==> config.mk <==
export PLATFORM = sky130hd
export DESIGN_NAME = cycle_sequencer
export DESIGN_NICKNAME = d
export VERILOG_FILES = /design/src/rtl/legv8_seq_pkg.sv /design/src/rtl/cycle_sequencer.sv
export SDC_FILE = /design/constraint.sdc
export NUM_CORES = 1
export LEC_CHECK = 0
export CAP_MARGIN = 15
export CELL_PAD_IN_SITES_DETAIL_PLACEMENT = 2
export CELL_PAD_IN_SITES_GLOBAL_PLACEMENT = 2
export CORE_ASPECT_RATIO = 0.7
export CORE_UTILIZATION = 28
export CTS_CLUSTER_SIZE = 24
export DETAILED_ROUTE_END_ITERATION = 10
export GPL_TIMING_DRIVEN = 1
export HOLD_SLACK_MARGIN = 0.05
export PLACE_DENSITY_LB_ADDON = 0.25
export SLEW_MARGIN = 5
export SYNTH_ARGS = -nofsm -noshare
export SYNTH_HDL_FRONTEND = slang
export SYNTH_SLANG_ARGS = --single-unit
==> constraint.sdc <==
create_clock -name clk -period 3.33 [get_ports clk]
set_input_delay 0.999 -clock clk [delete_from_list [all_inputs] [get_ports clk]]
set_output_delay 0.999 -clock clk [all_outputs]
set_load 0.02 [all_outputs]
==> src/rtl/legv8_seq_pkg.sv <==
// Shared types and defaults for the LEGv8 multi-cycle sequencer.
package legv8_seq_pkg;

  localparam int unsigned OPCODE_W            = 11;
  localparam int unsigned WAIT_W              = 8;
  localparam int unsigned MEM_TIMEOUT_DEFAULT = 15;
  localparam logic [OPCODE_W-1:0] HALT_OPCODE_DEFAULT = 11'h7FF;

  typedef enum logic [2:0] {
    S_IDLE      = 3'd0,
    S_FETCH     = 3'd1,
    S_DECODE    = 3'd2,
    S_EXECUTE   = 3'd3,
    S_MEMORY    = 3'd4,
    S_WRITEBACK = 3'd5,
    S_HALTED    = 3'd6,
    S_FAULT     = 3'd7
  } seq_state_t;

  // Busy covers every state that belongs to an instruction in flight.
  function automatic logic is_busy_state(input seq_state_t s);
    return !(s inside {S_IDLE, S_HALTED, S_FAULT});
  endfunction

endpackage

==> src/rtl/cycle_sequencer.sv <==
// Multi-cycle stage-enable sequencer: fetch/decode/execute/memory/writeback
// with run/step/halt control, memory-ready timeout and event counters.
module cycle_sequencer
  import legv8_seq_pkg::*;
#(
  parameter int unsigned          CNT_W       = 32,
  parameter int unsigned          MEM_TIMEOUT = MEM_TIMEOUT_DEFAULT,
  parameter logic [OPCODE_W-1:0]  HALT_OPCODE = HALT_OPCODE_DEFAULT
) (
  input  logic                clk,
  input  logic                reset,
  input  logic                run,
  input  logic                step,
  input  logic                halt_req,
  input  logic [OPCODE_W-1:0] opcode,
  input  logic                mem_read,
  input  logic                mem_write,
  input  logic                mem_ready,
  output logic                fetch_en,
  output logic                decode_en,
  output logic                exec_en,
  output logic                mem_en,
  output logic                wb_en,
  output logic                busy,
  output logic                halted,
  output logic                fault,
  output logic [CNT_W-1:0]    instr_count,
  output logic [CNT_W-1:0]    cycle_count
);

  localparam logic [WAIT_W-1:0] WAIT_LAST = WAIT_W'(MEM_TIMEOUT - 1);

  seq_state_t        state_q, state_d;
  logic [WAIT_W-1:0] wait_q, wait_d;
  logic              resume_halt_q, resume_halt_d;
  logic [CNT_W-1:0]  instr_q, instr_d;
  logic [CNT_W-1:0]  cycle_q, cycle_d;
  logic              fetch_en_q, fetch_en_d;
  logic              decode_en_q, decode_en_d;
  logic              exec_en_q, exec_en_d;
  logic              mem_en_q, mem_en_d;
  logic              wb_en_q, wb_en_d;
  logic              busy_q, busy_d;
  logic              halted_q, halted_d;
  logic              fault_q, fault_d;

  always_ff @(posedge clk or posedge reset) begin
    if (reset) begin
      state_q       <= S_IDLE;
      wait_q        <= '0;
      resume_halt_q <= 1'b0;
      instr_q       <= '0;
      cycle_q       <= '0;
      fetch_en_q    <= 1'b0;
      decode_en_q   <= 1'b0;
      exec_en_q     <= 1'b0;
      mem_en_q      <= 1'b0;
      wb_en_q       <= 1'b0;
      busy_q        <= 1'b0;
      halted_q      <= 1'b0;
      fault_q       <= 1'b0;
    end else begin
      state_q       <= state_d;
      wait_q        <= wait_d;
      resume_halt_q <= resume_halt_d;
      instr_q       <= instr_d;
      cycle_q       <= cycle_d;
      fetch_en_q    <= fetch_en_d;
      decode_en_q   <= decode_en_d;
      exec_en_q     <= exec_en_d;
      mem_en_q      <= mem_en_d;
      wb_en_q       <= wb_en_d;
      busy_q        <= busy_d;
      halted_q      <= halted_d;
      fault_q       <= fault_d;
    end
  end

  // Next-state, counters, and registered outputs derived from the next state.
  always_comb begin
    state_d       = state_q;
    wait_d        = wait_q;
    resume_halt_d = resume_halt_q;
    instr_d       = instr_q;
    cycle_d       = busy_q ? cycle_q + CNT_W'(1) : cycle_q;

    unique case (state_q)
      S_IDLE: begin
        if (run || step) state_d = S_FETCH;
      end
      S_FETCH:  state_d = S_DECODE;
      S_DECODE: state_d = S_EXECUTE;
      S_EXECUTE: begin
        wait_d  = '0;
        state_d = (mem_read || mem_write) ? S_MEMORY : S_WRITEBACK;
      end
      S_MEMORY: begin
        wait_d = wait_q + WAIT_W'(1);
        if (mem_ready)              state_d = S_WRITEBACK;
        else if (wait_q == WAIT_LAST) state_d = S_FAULT;
      end
      S_WRITEBACK: begin
        instr_d       = instr_q + CNT_W'(1);
        resume_halt_d = 1'b0;
        // An instruction stepped out of HALTED returns there afterwards.
        if (opcode == HALT_OPCODE)  state_d = S_HALTED;
        else if (halt_req)          state_d = S_HALTED;
        else if (resume_halt_q)     state_d = S_HALTED;
        else if (run)               state_d = S_FETCH;
        else                        state_d = S_IDLE;
      end
      S_HALTED: begin
        if (step) begin
          state_d       = S_FETCH;
          resume_halt_d = 1'b1;
        end
      end
      S_FAULT:  state_d = S_FAULT;
      default:  state_d = S_IDLE;
    endcase

    fetch_en_d  = (state_d == S_FETCH);
    decode_en_d = (state_d == S_DECODE);
    exec_en_d   = (state_d == S_EXECUTE);
    mem_en_d    = (state_d == S_MEMORY);
    wb_en_d     = (state_d == S_WRITEBACK);
    busy_d      = is_busy_state(state_d);
    halted_d    = (state_d == S_HALTED);
    fault_d     = (state_d == S_FAULT);
  end

  assign fetch_en    = fetch_en_q;
  assign decode_en   = decode_en_q;
  assign exec_en     = exec_en_q;
  assign mem_en      = mem_en_q;
  assign wb_en       = wb_en_q;
  assign busy        = busy_q;
  assign halted      = halted_q;
  assign fault       = fault_q;
  assign instr_count = instr_q;
  assign cycle_count = cycle_q;

endmodule

Word-level counts from Yosys, hierarchy flattened --
Cells that the tools add are included.
Storage, ports and cells: word-level logic and storage cells 55, bits of input ports 19, output and inout port bits 72, register bits after elaboration 84
Cells by class: add/sub/neg operators 3, reduce and logical (&&, ||, !) cells 9, multiplexer cells 13, equality and inequality tests 17
Operators by type and width (count):
- $add A32 B1 Y32 const B | 2
- $eq A3 B3 Y1 const B | 8
- $pmux W3 S8 | 1
- $mux W3 | 7
- $pmux W8 S2 | 1
- $eq A3 B2 Y1 const B | 4
- $eq A11 B11 Y1 const B | 1
- $add A8 B1 Y8 const B | 1
- $eq A8 B4 Y1 const B | 1
- $eq A3 B1 Y1 const B | 2
- $logic_not A3 Y1 | 2
- $reduce_bool A2 Y1 | 2
- $mux W1 | 3
- $reduce_bool A3 Y1 | 1
- $logic_or A1 B1 Y1 | 2
- $ne A2 B2 Y1 const B | 1
- $pmux W1 S2 | 1
- $reduce_and A2 Y1 | 1
- $logic_not A1 Y1 | 1

Longest topological paths before layout --
Gate-level depths: netlist (run 1).
depth in word-level cells 8, mapped depth 7, gate-level depth less buffers 6

Worst setup path before layout (run 1) --
OpenSTA, ideal clock, no wires.
path kind input-to-reg, from input halt_req, to register state_q[1], path buffers 0, data arrival time 1938 ps, library setup time 131 ps, stages on the path 5, required time 3199 ps, setup slack 1261 ps, path through nor2_1 > o22ai_1 > a22oi_1 > o31ai_2 > or3_1
On the way: cells in the longest elaborated chain, start to end 3
RTL lines:
- start, declared | line cycle_sequencer.sv:14 | input logic halt_req,
- $mux W3 | line cycle_sequencer.sv:107 | else if (halt_req) state_d = S_HALTED;
- $mux W3 | line cycle_sequencer.sv:106 | if (opcode == HALT_OPCODE) state_d = S_HALTED;
- $pmux W3 S8 | line cycle_sequencer.sv:87 | unique case (state_q)
- via state_d[1] | line cycle_sequencer.sv:33 | seq_state_t state_q, state_d;
- end signal, assigned | line cycle_sequencer.sv:63 | state_q <= state_d;
- end, declared | line cycle_sequencer.sv:33
The timed path passes the listed nets, and every way through them passes these cells. A chain may end at the register's enable or synchronous reset.

Final worst setup path (run 1) --
from register busy_q, in the netlist busy, to output busy
RTL lines:
- start, declared | line cycle_sequencer.sv:43 | logic busy_q, busy_d;
- start signal, assigned | line cycle_sequencer.sv:73 | busy_q <= busy_d;
- end, declared | line cycle_sequencer.sv:24 | output logic busy,
No word-level cell between the ends.

==> flow_summary.json, run 1 <==
{
  "ant_nets": 0,
  "rr_endpoint": "instr_count[22]$_DFFE_PP0P_",
  "hold_path_class": "flip-flop to flip-flop",
  "vias_per_cell": 4.59,
  "max_freq_ghz": 0.395,
  "cp-start-kind": "flip-flop",
  "port_buffers": 90,
  "hold_buffers": 0,
  "initial_utilization_pct": 28.7,
  "grt_overflow_total": 0,
  "vias": 2862,
  "worst_ir_drop_vdd_v": 0.000282,
  "syn_area_per_cell_um2": 11.3,
  "holdPathStages": 1,
  "clockRootBuffer": "clkbuf_16",
  "drc": 0,
  "rrSetupSlack_ns": 1.06,
  "power_mw": 3.18,
  "synth_cell_type_count": 38,
  "fin_ws_ns": 0.795,
  "p_sw_share_pct": 34.8,
  "synth_top_area_cell": "dfrtp_1",
  "netlist_top_cells_area": "dfrtp_1 56%, xnor2_1 11%, xor2_1 4.2%, nand3_1 3.7%, nand2_1 3.6%",
  "cts_resized": 0,
  "final_cells": 623,
  "power_frac_clock_pct": 29.5,
  "tightest_slew_ns": 0.624,
  "utilization_pct": 39.4,
  "die_h_um": 99.3,
  "cts_buffers": 9,
  "period_minus_slack_ns": 2.53,
  "switchingPower_mw": 1.11,
  "p_leak_nw": 2.28,
  "ys_seq_area_share_pct": 55.5,
  "finClkSkew_ns": 0.00992,
  "grt_max_degree": 34,
  "worst-setup-path-type": "flip-flop to output port",
  "seq_power_share_pct": 43.5,
  "synth-seq-cells": 84,
  "hpwlAfterDp_um": 7420,
  "rsz0062_at_grt": "no",
  "post-cts-setup-buffers": 0,
  "first_pass_iters": 4,
  "status": "completed",
  "gp_congestion": 0.706,
  "clk_pin_slew_ns": 0.07,
  "grt_pass1_wl_um": 16400,
  "yosysWarnings": 0,
  "num_rows": 35,
  "fin_crit_sh_pct": 76.1,
  "die_width_um": 141,
  "finalNetCount": 456,
  "core_mm2": 0.0132,
  "hold_path_end": "instr_count[31]$_DFFE_PP0P_",
  "dieArea_mm2": 0.0140,
  "syn_inst": 336,
  "r2r_start": "state_q[2]$_DFF_PP0_",
  "clock_sink_count": 84,
  "path_delay_family": "buffers and inverters",
  "final_max_slew_viol_count": 0,
  "ff2ff_path_depth": 5,
  "power_frac_comb_pct": 27.0,
  "grt_pass1_vias": 2998,
  "n_antenna_cell": 0,
  "worstPathCellList": "clkdlybuf4s50_1",
  "antenna_found_initial": 0,
  "totalNegativeSetupSlack_ns": 0,
  "syn-num-nets": 359,
  "cts_tree": "yes",
  "p_per_area_mw_per_mm2": 612,
  "hp-start": "instr_count[31]$_DFFE_PP0P_",
  "syn_area_mm2": 0.00379,
  "pre_cts_ws_ns": 0.595,
  "drv_cap": 0,
  "drt_wl_total_um": 9910,
  "cts_max_path_buffers": 2,
  "finalSetupViolations": 0,
  "worst-path-buf-inv": 1,
  "worst-path-max-fanout": 7,
  "critPathSlowestCell": "clkdlybuf4s50_1",
  "ios": 91,
  "synth_top_area_share_pct": 55.5,
  "drtIter0Drc": 88,
  "final_hold_viol_count": 0,
  "fillers": 1380,
  "grt_usage_pct": 15.3,
  "cp.required_ns": 2.33,
  "wire_per_inst_um": 15.9,
  "worstPathArrival_ns": 1.54,
  "syn_to_final_growth_pct": 37.1,
  "relSlewSlack_pct": 58.3,
  "critPathCaptureType": "output port",
  "drive_gt1_share_pct": 7.99,
  "max_stage_delay_ns": 0.67,
  "cts.htree.levels": 3,
  "place_inst": 607,
  "p_int_mw": 2.07,
  "clock_latency_ns": 0.34
}
==> placed cells by master (no fill, tap or decap), drive strengths merged <==
master and count:
a31oi 1, o31ai 1, a21oi 1, nor2b 2, o31a 1, clkinv 6, ha 4, nor4b 1
mux2 2, nand2 36, clkdlybuf4s50 90, o32a 1, nand3 29, a22oi 1, xor2 18, mux2i 2
and4 5, and2 2, or3 2, xnor2 47, nor2 23, dfrtp 84, o21ai 8, or2 3
and3 14, nor3b 3, and3b 1, inv 7, nand2b 1, clkbuf 9, o22ai 2, nand4 19
nor3 5, nor4 4, clkinvlp 1, buf 2
==> cell type report <==
class	count	area (um^2)	share of cell area, %
Multi-Input combinational cell	239	1630	31.3
Tap cell	185	231	4.46
Sequential cell	84	2100	40.5
Clock buffer	9	225	4.34
Clock inverter	7	52.6	1.01
Timing Repair Buffer	92	928	17.9
Inverter	7	27.5	0.530
==> synth_stat cells <==
cell type / instances
nor3b_1: 3
and2_1: 2
nand4_1: 15
nor4_2: 1
nand3_1: 28
o32a_1: 1
o31a_1: 1
mux2i_1: 2
and3_1: 13
o22ai_1: 2
a31oi_1: 1
nand4_4: 1
dfrtp_1: 84
mux2_2: 2
nand2b_1: 1
nor4b_1: 1
and3_2: 1
nor4_4: 3
a22oi_1: 1
a21oi_1: 1
o21ai_0: 8
nor2b_1: 2
o31ai_2: 1
nand3_2: 1
or2_2: 3
or3_1: 2
buf_4: 3
and3b_1: 1
nor3_1: 5
nand2_1: 36
xnor2_1: 47
nor2_1: 23
and4_1: 5
inv_1: 7
xor2_1: 18
clkbuf_1: 3
ha_1: 4
nand4_2: 3
==> how the worst max path moves through the flow <==
stage | start | end | slack [ns] | cells after the start
after floorplan | reset | busy$_DFF_PP0_ | 0.17 | 1
after global placement | step | state_q[1]$_DFF_PP0_ | 0.62 | 6
after detailed placement | step | state_q[1]$_DFF_PP0_ | 0.59 | 6
after CTS | busy$_DFF_PP0_ | busy | 0.77 | 1
after global routing | busy$_DFF_PP0_ | busy | 0.74 | 1
final | busy$_DFF_PP0_ | busy | 0.80 | 1
==> per-stage QoR <==
| stage | area (um^2) | hold slack [ns] |
|---|---|---|
| finish | 5190 | 0.475 |
| global route | 5190 | 0.508 |
| CTS | 5190 | 0.486 |
| detailed placement | 4910 | 0.477 |
| global placement | 4910 | 0.460 |
| floorplan | 3790 | 0.446 |
==> power groups by stage <==
stage          combinational (mW)  sequential [mW]  clock [mW]
3_5_place_dp                0.871             1.40           0
2_1_floorplan               0.428             1.45           0
6_report                    0.859             1.38       0.936
3_3_place_gp                0.839             1.40           0
5_1_grt                     0.943             1.41        1.01
4_1_cts                     0.875             1.39       0.977
==> registers in the layout (all words and copies together), names as in the netlist <==
| name | count |
|---|---|
| fetch_en | 1 |
| resume_halt_q | 1 |
| mem_en | 1 |
| wait_q | 8 |
| busy | 1 |
| cycle_count | 32 |
| state_q | 3 |
| decode_en | 1 |
| exec_en | 1 |
| fault | 1 |
| instr_count | 32 |
| halted | 1 |
| wb_en | 1 |
==> kinds of logic after synthesis <==
family	Yosys count	synth area share [%]
compound gates	16	2.71
simple gates	150	22.7
buf+inv	13	1.59
fa+ha+maj	4	1.32
xor+xnor	65	15.0
flops	84	55.5
mux	4	1.12
==> per-layer routing <==
layer  routed length (um)  vias up  part of all wire, %  GRT usage, %
li1                     -     1349                    -             -
met5                    0        -                    0             0
met4                  167        0                  1.7          4.60
met1                 4720     1440                   48          20.4
met3                  332       12                  3.3          3.66
met2                 4700       61                   47          24.8
Note: power is estimated with default switching activity, not from simulation.
==> inputs of run 2 (changes only) <==
- CORE_UTILIZATION: 28 -> 32
- clock period: 3.33 -> 2.56 ns (I/O delays scaled with it)
==> run 2 against run 1 <==
Design area about the same; clock power increased by 41%; worst hold slack improved by 0.0080 ns; critical path depth unchanged; final cell count decreased by 5.0%; critical path type unchanged; largest power group unchanged.
==> flow_summary.json, run 2 (same netlist as run 1, synthesis figures left out) <==
{
  "status": "completed",
  "cts_max_path_buffers": 2,
  "cp.required_ns": 1.79,
  "finClkSkew_ns": 0.00648,
  "max_stage_delay_ns": 0.67,
  "grt_pass1_vias": 3305,
  "final_common_cell": "clkdlybuf4s50_1",
  "hold_path_end": "cycle_count[31]$_DFFE_PP0P_",
  "cp-start-kind": "flip-flop",
  "grt_max_degree": 85,
  "grt_usage_pct": 18.5,
  "final_max_slew_viol_count": 0,
  "fin_crit_sh_pct": 89.9,
  "post-cts-setup-buffers": 0,
  "grt_pass1_wl_um": 17700,
  "hold_ws_ns": 0.483,
  "ios": 91,
  "syn_to_final_growth_pct": 37.0,
  "clock_latency_ns": 0.34,
  "vias": 2903,
  "worst-path-max-fanout": 7,
  "max_freq_ghz": 0.435,
  "cp.depth": 1,
  "totalNegativeSetupSlack_ns": 0,
  "path_delay_family": "buffers and inverters",
  "hold_buffers": 0,
  "hpwlAfterDp_um": 7630,
  "die_width_um": 132,
  "dieArea_mm2": 0.0123,
  "finalSetupViolations": 0,
  "rrSetupSlack_ns": 0.34,
  "mostFrequentLayoutCells": "90 x clkdlybuf4s50_1, 84 x dfrtp_1, 47 x xnor2_1, 36 x nand2_1, 28 x nand3_1",
  "tightest_slew_ns": 0.485,
  "cts.htree.levels": 3,
  "antenna_found_initial": 0,
  "drv_cap": 0,
  "critPathCaptureType": "output port",
  "final_hold_viol_count": 0,
  "port_buffers": 90,
  "drive_gt1_share_pct": 7.97,
  "period_minus_slack_ns": 2.30,
  "rsz0062_at_grt": "no",
  "vias_per_cell": 4.90,
  "clock_sink_count": 84,
  "worst-setup-path-type": "flip-flop to output port",
  "cts_tree": "yes",
  "drtIter0Drc": 68,
  "first_pass_iters": 4,
  "grt_overflow_total": 0,
  "n_antenna_cell": 0,
  "relSlewSlack_pct": 67.4,
  "worstPathCellList": "clkdlybuf4s50_1",
  "critPathSlowestCell": "clkdlybuf4s50_1",
  "power_mw": 4.25,
  "rr_endpoint": "instr_count[30]$_DFFE_PP0P_",
  "clockRootBuffer": "clkbuf_16",
  "hp-start": "cycle_count[31]$_DFFE_PP0P_",
  "pre_cts_ws_ns": 0.0816,
  "cts_buffers": 9,
  "clk_pin_slew_ns": 0.06,
  "core_mm2": 0.0113,
  "initial_utilization_pct": 33.7,
  "worst-path-buf-inv": 1,
  "worstPathArrival_ns": 1.53,
  "gp_congestion": 0.768,
  "finalNetCount": 457,
  "worst_ir_drop_vdd_v": 0.000350,
  "p_per_area_mw_per_mm2": 820,
  "num_rows": 32,
  "drc": 0,
  "ant_nets": 0,
  "drt_wl_total_um": 10400,
  "hold_path_class": "flip-flop to flip-flop",
  "wire_per_inst_um": 17.6,
  "r2r_start": "state_q[2]$_DFF_PP0_",
  "cts_resized": 0,
  "fin_ws_ns": 0.259,
  "die_h_um": 93.0,
  "p_leak_nw": 2.29,
  "ff2ff_path_depth": 5,
  "holdPathStages": 1
}
[run 2: per-layer routing]
metal  GRT usage [%]  vias up  routed length, um
met3            4.77        8                407
met5               0        -                  0
met4            4.94        0                 88
li1                -     1351                  -
met2            31.0       58               5170
met1            23.7     1486               4750
[run 2: worst max-delay path by stage]
stage | start | end
floorplan | cycle_count[0]$_DFFE_PP0P_ | cycle_count[26]$_DFFE_PP0P_
finish | busy$_DFF_PP0_ | busy
detailed placement | step | wb_en$_DFF_PP0_
global placement | step | state_q[1]$_DFF_PP0_
CTS | busy$_DFF_PP0_ | busy
global route | state_q[2]$_DFF_PP0_ | instr_count[22]$_DFFE_PP0P_
[run 2: stage by stage]
stage | instance area (um^2) | std cells | utilization (%)
global route | 5190 | 592 | 46.1
detailed placement | 4880 | 576 | 43.4
CTS | 5190 | 592 | 46.1
floorplan | 3790 | 336 | -
global placement | 4880 | 576 | 43.4
finish | 5190 | 592 | 46.1
[run 2: layout make-up]
| type | instances | area (um^2) |
|---|---|---|
| Clock buffer | 12 | 256 |
| Clock inverter | 4 | 47.5 |
| Fill cell | 1143 | 6060 |
| Inverter | 7 | 30.0 |
| Multi-Input combinational cell | 239 | 1630 |
| Sequential cell | 84 | 2100 |
| Tap cell | 153 | 191 |
| Timing Repair Buffer | 93 | 936 |
[run 2: report_power, final]
part,internal [mW],switching [mW],leakage (nW)
Clock,0.806,0.519,0.149
Sequential,1.52,0.269,1.14
Combinational,0.525,0.617,1.01
Total,2.85,1.40,2.29
==> inputs of run 3 (changes only) <==
- MAX_ROUTING_LAYER: default -> met4
- RECOVER_POWER: default -> 50
==> run 3 against run 2 <==
Worst hold slack about the same; final cell count unchanged; via count up 0.72%; global-route usage up 0.48 points; non-clock buffer count unchanged; maximum frequency up 0.83%; critical path type unchanged; sequential share of layout area up 0.36 points; core utilization down 0.41 points; worst setup slack better by 0.019 ns; total power down 0.45%; clock skew about the same.
==> flow_summary.json, run 3 (same netlist as run 1, synthesis figures left out) <==
{
  "status": "completed",
  "syn_to_final_growth_pct": 35.8,
  "final_hold_viol_count": 0,
  "drc": 0,
  "hold_path_end": "cycle_count[31]$_DFFE_PP0P_",
  "antenna_found_initial": 0,
  "path_delay_family": "buffers and inverters",
  "finalNetCount": 457,
  "grt_pass1_vias": 3300,
  "grt_max_degree": 85,
  "cts_resized": 0,
  "vias_per_cell": 4.94,
  "ant_nets": 0,
  "clockRootBuffer": "clkbuf_16",
  "grt_usage_pct": 19.0,
  "worstPathArrival_ns": 1.51,
  "clock_latency_ns": 0.34,
  "cts_max_path_buffers": 2,
  "post-cts-setup-buffers": 0,
  "cp.required_ns": 1.79,
  "clk_pin_slew_ns": 0.06,
  "rrSetupSlack_ns": 0.32,
  "rsz0062_at_grt": "no",
  "drv_cap": 0,
  "core_mm2": 0.0113,
  "max_stage_delay_ns": 0.67,
  "tightest_slew_ns": 1.16,
  "num_rows": 32,
  "finalSetupViolations": 0,
  "drtIter0Drc": 75,
  "worstPathCellList": "clkdlybuf4s50_1",
  "hold_path_class": "flip-flop to flip-flop",
  "mostFrequentLayoutCells": "88 x clkdlybuf4s50_1, 84 x dfrtp_1, 47 x xnor2_1, 36 x nand2_1, 28 x nand3_1",
  "fillers": 1149,
  "worst-path-max-fanout": 7,
  "die_width_um": 132,
  "p_per_area_mw_per_mm2": 823,
  "hpwlAfterDp_um": 7630,
  "worst-path-buf-inv": 1,
  "first_pass_iters": 4,
  "gp_congestion": 0.778,
  "finClkSkew_ns": 0.00621,
  "critPathCaptureType": "output port",
  "final_max_slew_viol_count": 0,
  "register_area_mm2": 0.00210,
  "cts.htree.levels": 3,
  "max_freq_ghz": 0.438,
  "hold_buffers": 0,
  "worst_ir_drop_vdd_v": 0.000349,
  "n_antenna_cell": 0,
  "utilization_pct": 45.7,
  "relSlewSlack_pct": 22.4,
  "cts_buffers": 9,
  "die_h_um": 93.0,
  "ff2ff_path_depth": 6,
  "grt_overflow_total": 0,
  "cp-start-kind": "flip-flop",
  "wire_per_inst_um": 17.6,
  "drive_gt1_share_pct": 7.29,
  "clock_sink_count": 84,
  "grt_pass1_wl_um": 17700,
  "critPathSlowestCell": "clkdlybuf4s50_1",
  "multi_input_area_mm2": 0.00160,
  "period_minus_slack_ns": 2.28,
  "final_common_cell": "clkdlybuf4s50_1",
  "r2r_start": "cycle_count[0]$_DFFE_PP0P_",
  "p_leak_nw": 2.26,
  "cts_tree": "yes",
  "ios": 91,
  "rr_endpoint": "cycle_count[28]$_DFFE_PP0P_",
  "fin_crit_sh_pct": 89.1,
  "totalNegativeSetupSlack_ns": 0,
  "dieArea_mm2": 0.0123,
  "vias": 2924,
  "initial_utilization_pct": 33.7,
  "hp-start": "cycle_count[31]$_DFFE_PP0P_",
  "worst-setup-path-type": "flip-flop to output port",
  "drt_wl_total_um": 10400,
  "holdPathStages": 1,
  "port_buffers": 90
}
-- run 3: cell types whose count changed in the layout (fill, tap and decap cells not counted) --
cell / change
buf_4: -1
clkbuf_4: +1
nor4_4: -2
buf_12: -1
nand4_2: -1
nand4_1: +1
dlygate4sd3_1: +2
clkdlybuf4s50_1: -2
nor4_2: +1
clkbuf_1: +1
nor4_1: +1
-- run 3: cell type report --
cell class / count / area share, %
clock buffer: 12 / 4.99
multi-input combinational: 239 / 31.0
sequential: 84 / 40.9
inverter: 7 / 0.584
timing repair buffer: 93 / 17.9
tap: 153 / 3.72
clock inverter: 4 / 0.925
-- run 3: worst register-to-register path: stages, from the launching register on --
cell	delay, ns
dfrtp_1	0.42
ha_1	0.23
nand4_1	0.20
nor4_2	0.62
and3_2	0.35
nand3_1	0.13
xnor2_1	0.16
-- run 3: stage by stage --
stage          worst slack [ns]  hold slack (ns)  power, mW  instances  cell area [um^2]
2_1_floorplan             0.660            0.446       2.44        336              3790
3_3_place_gp              0.178            0.462       2.91        576              4880
3_5_place_dp             0.0816            0.470       2.96        576              4880
4_1_cts                   0.234            0.490       4.33        592              5190
5_1_grt                   0.121            0.500       4.47        592              5140
6_report                  0.278            0.483       4.23        592              5140
-- run 3: power by group --
part / total [mW] / leakage [nW] / switching (mW) / internal, mW
logic: 1.13 / 0.971 / 0.606 / 0.520
registers: 1.78 / 1.14 / 0.265 / 1.52
clock network: 1.33 / 0.149 / 0.519 / 0.806
total: 4.23 / 2.26 / 1.39 / 2.84
-- run 3: worst max path at each step --
| stage | startpoint | end | slack [ns] | cells past startpoint |
|---|---|---|---|---|
| CTS | busy$_DFF_PP0_ | busy | 0.23 | 1 |
| floorplan | cycle_count[0]$_DFFE_PP0P_ | cycle_count[26]$_DFFE_PP0P_ | 0.66 | 6 |
| global placement | step | state_q[1]$_DFF_PP0_ | 0.18 | 6 |
| global route | state_q[2]$_DFF_PP0_ | instr_count[22]$_DFFE_PP0P_ | 0.12 | 5 |
| finish | busy$_DFF_PP0_ | busy | 0.28 | 1 |
| detailed placement | step | wb_en$_DFF_PP0_ | 0.08 | 5 |
-- run 3: metal layers --
metal,vias up,part of all wire [%],global-route usage [%]
met2,61,50,31.2
li1,1354,-,-
met4,0,0.49,4.94
met5,-,0,-
met1,1502,45,23.7
met3,7,3.7,4.44
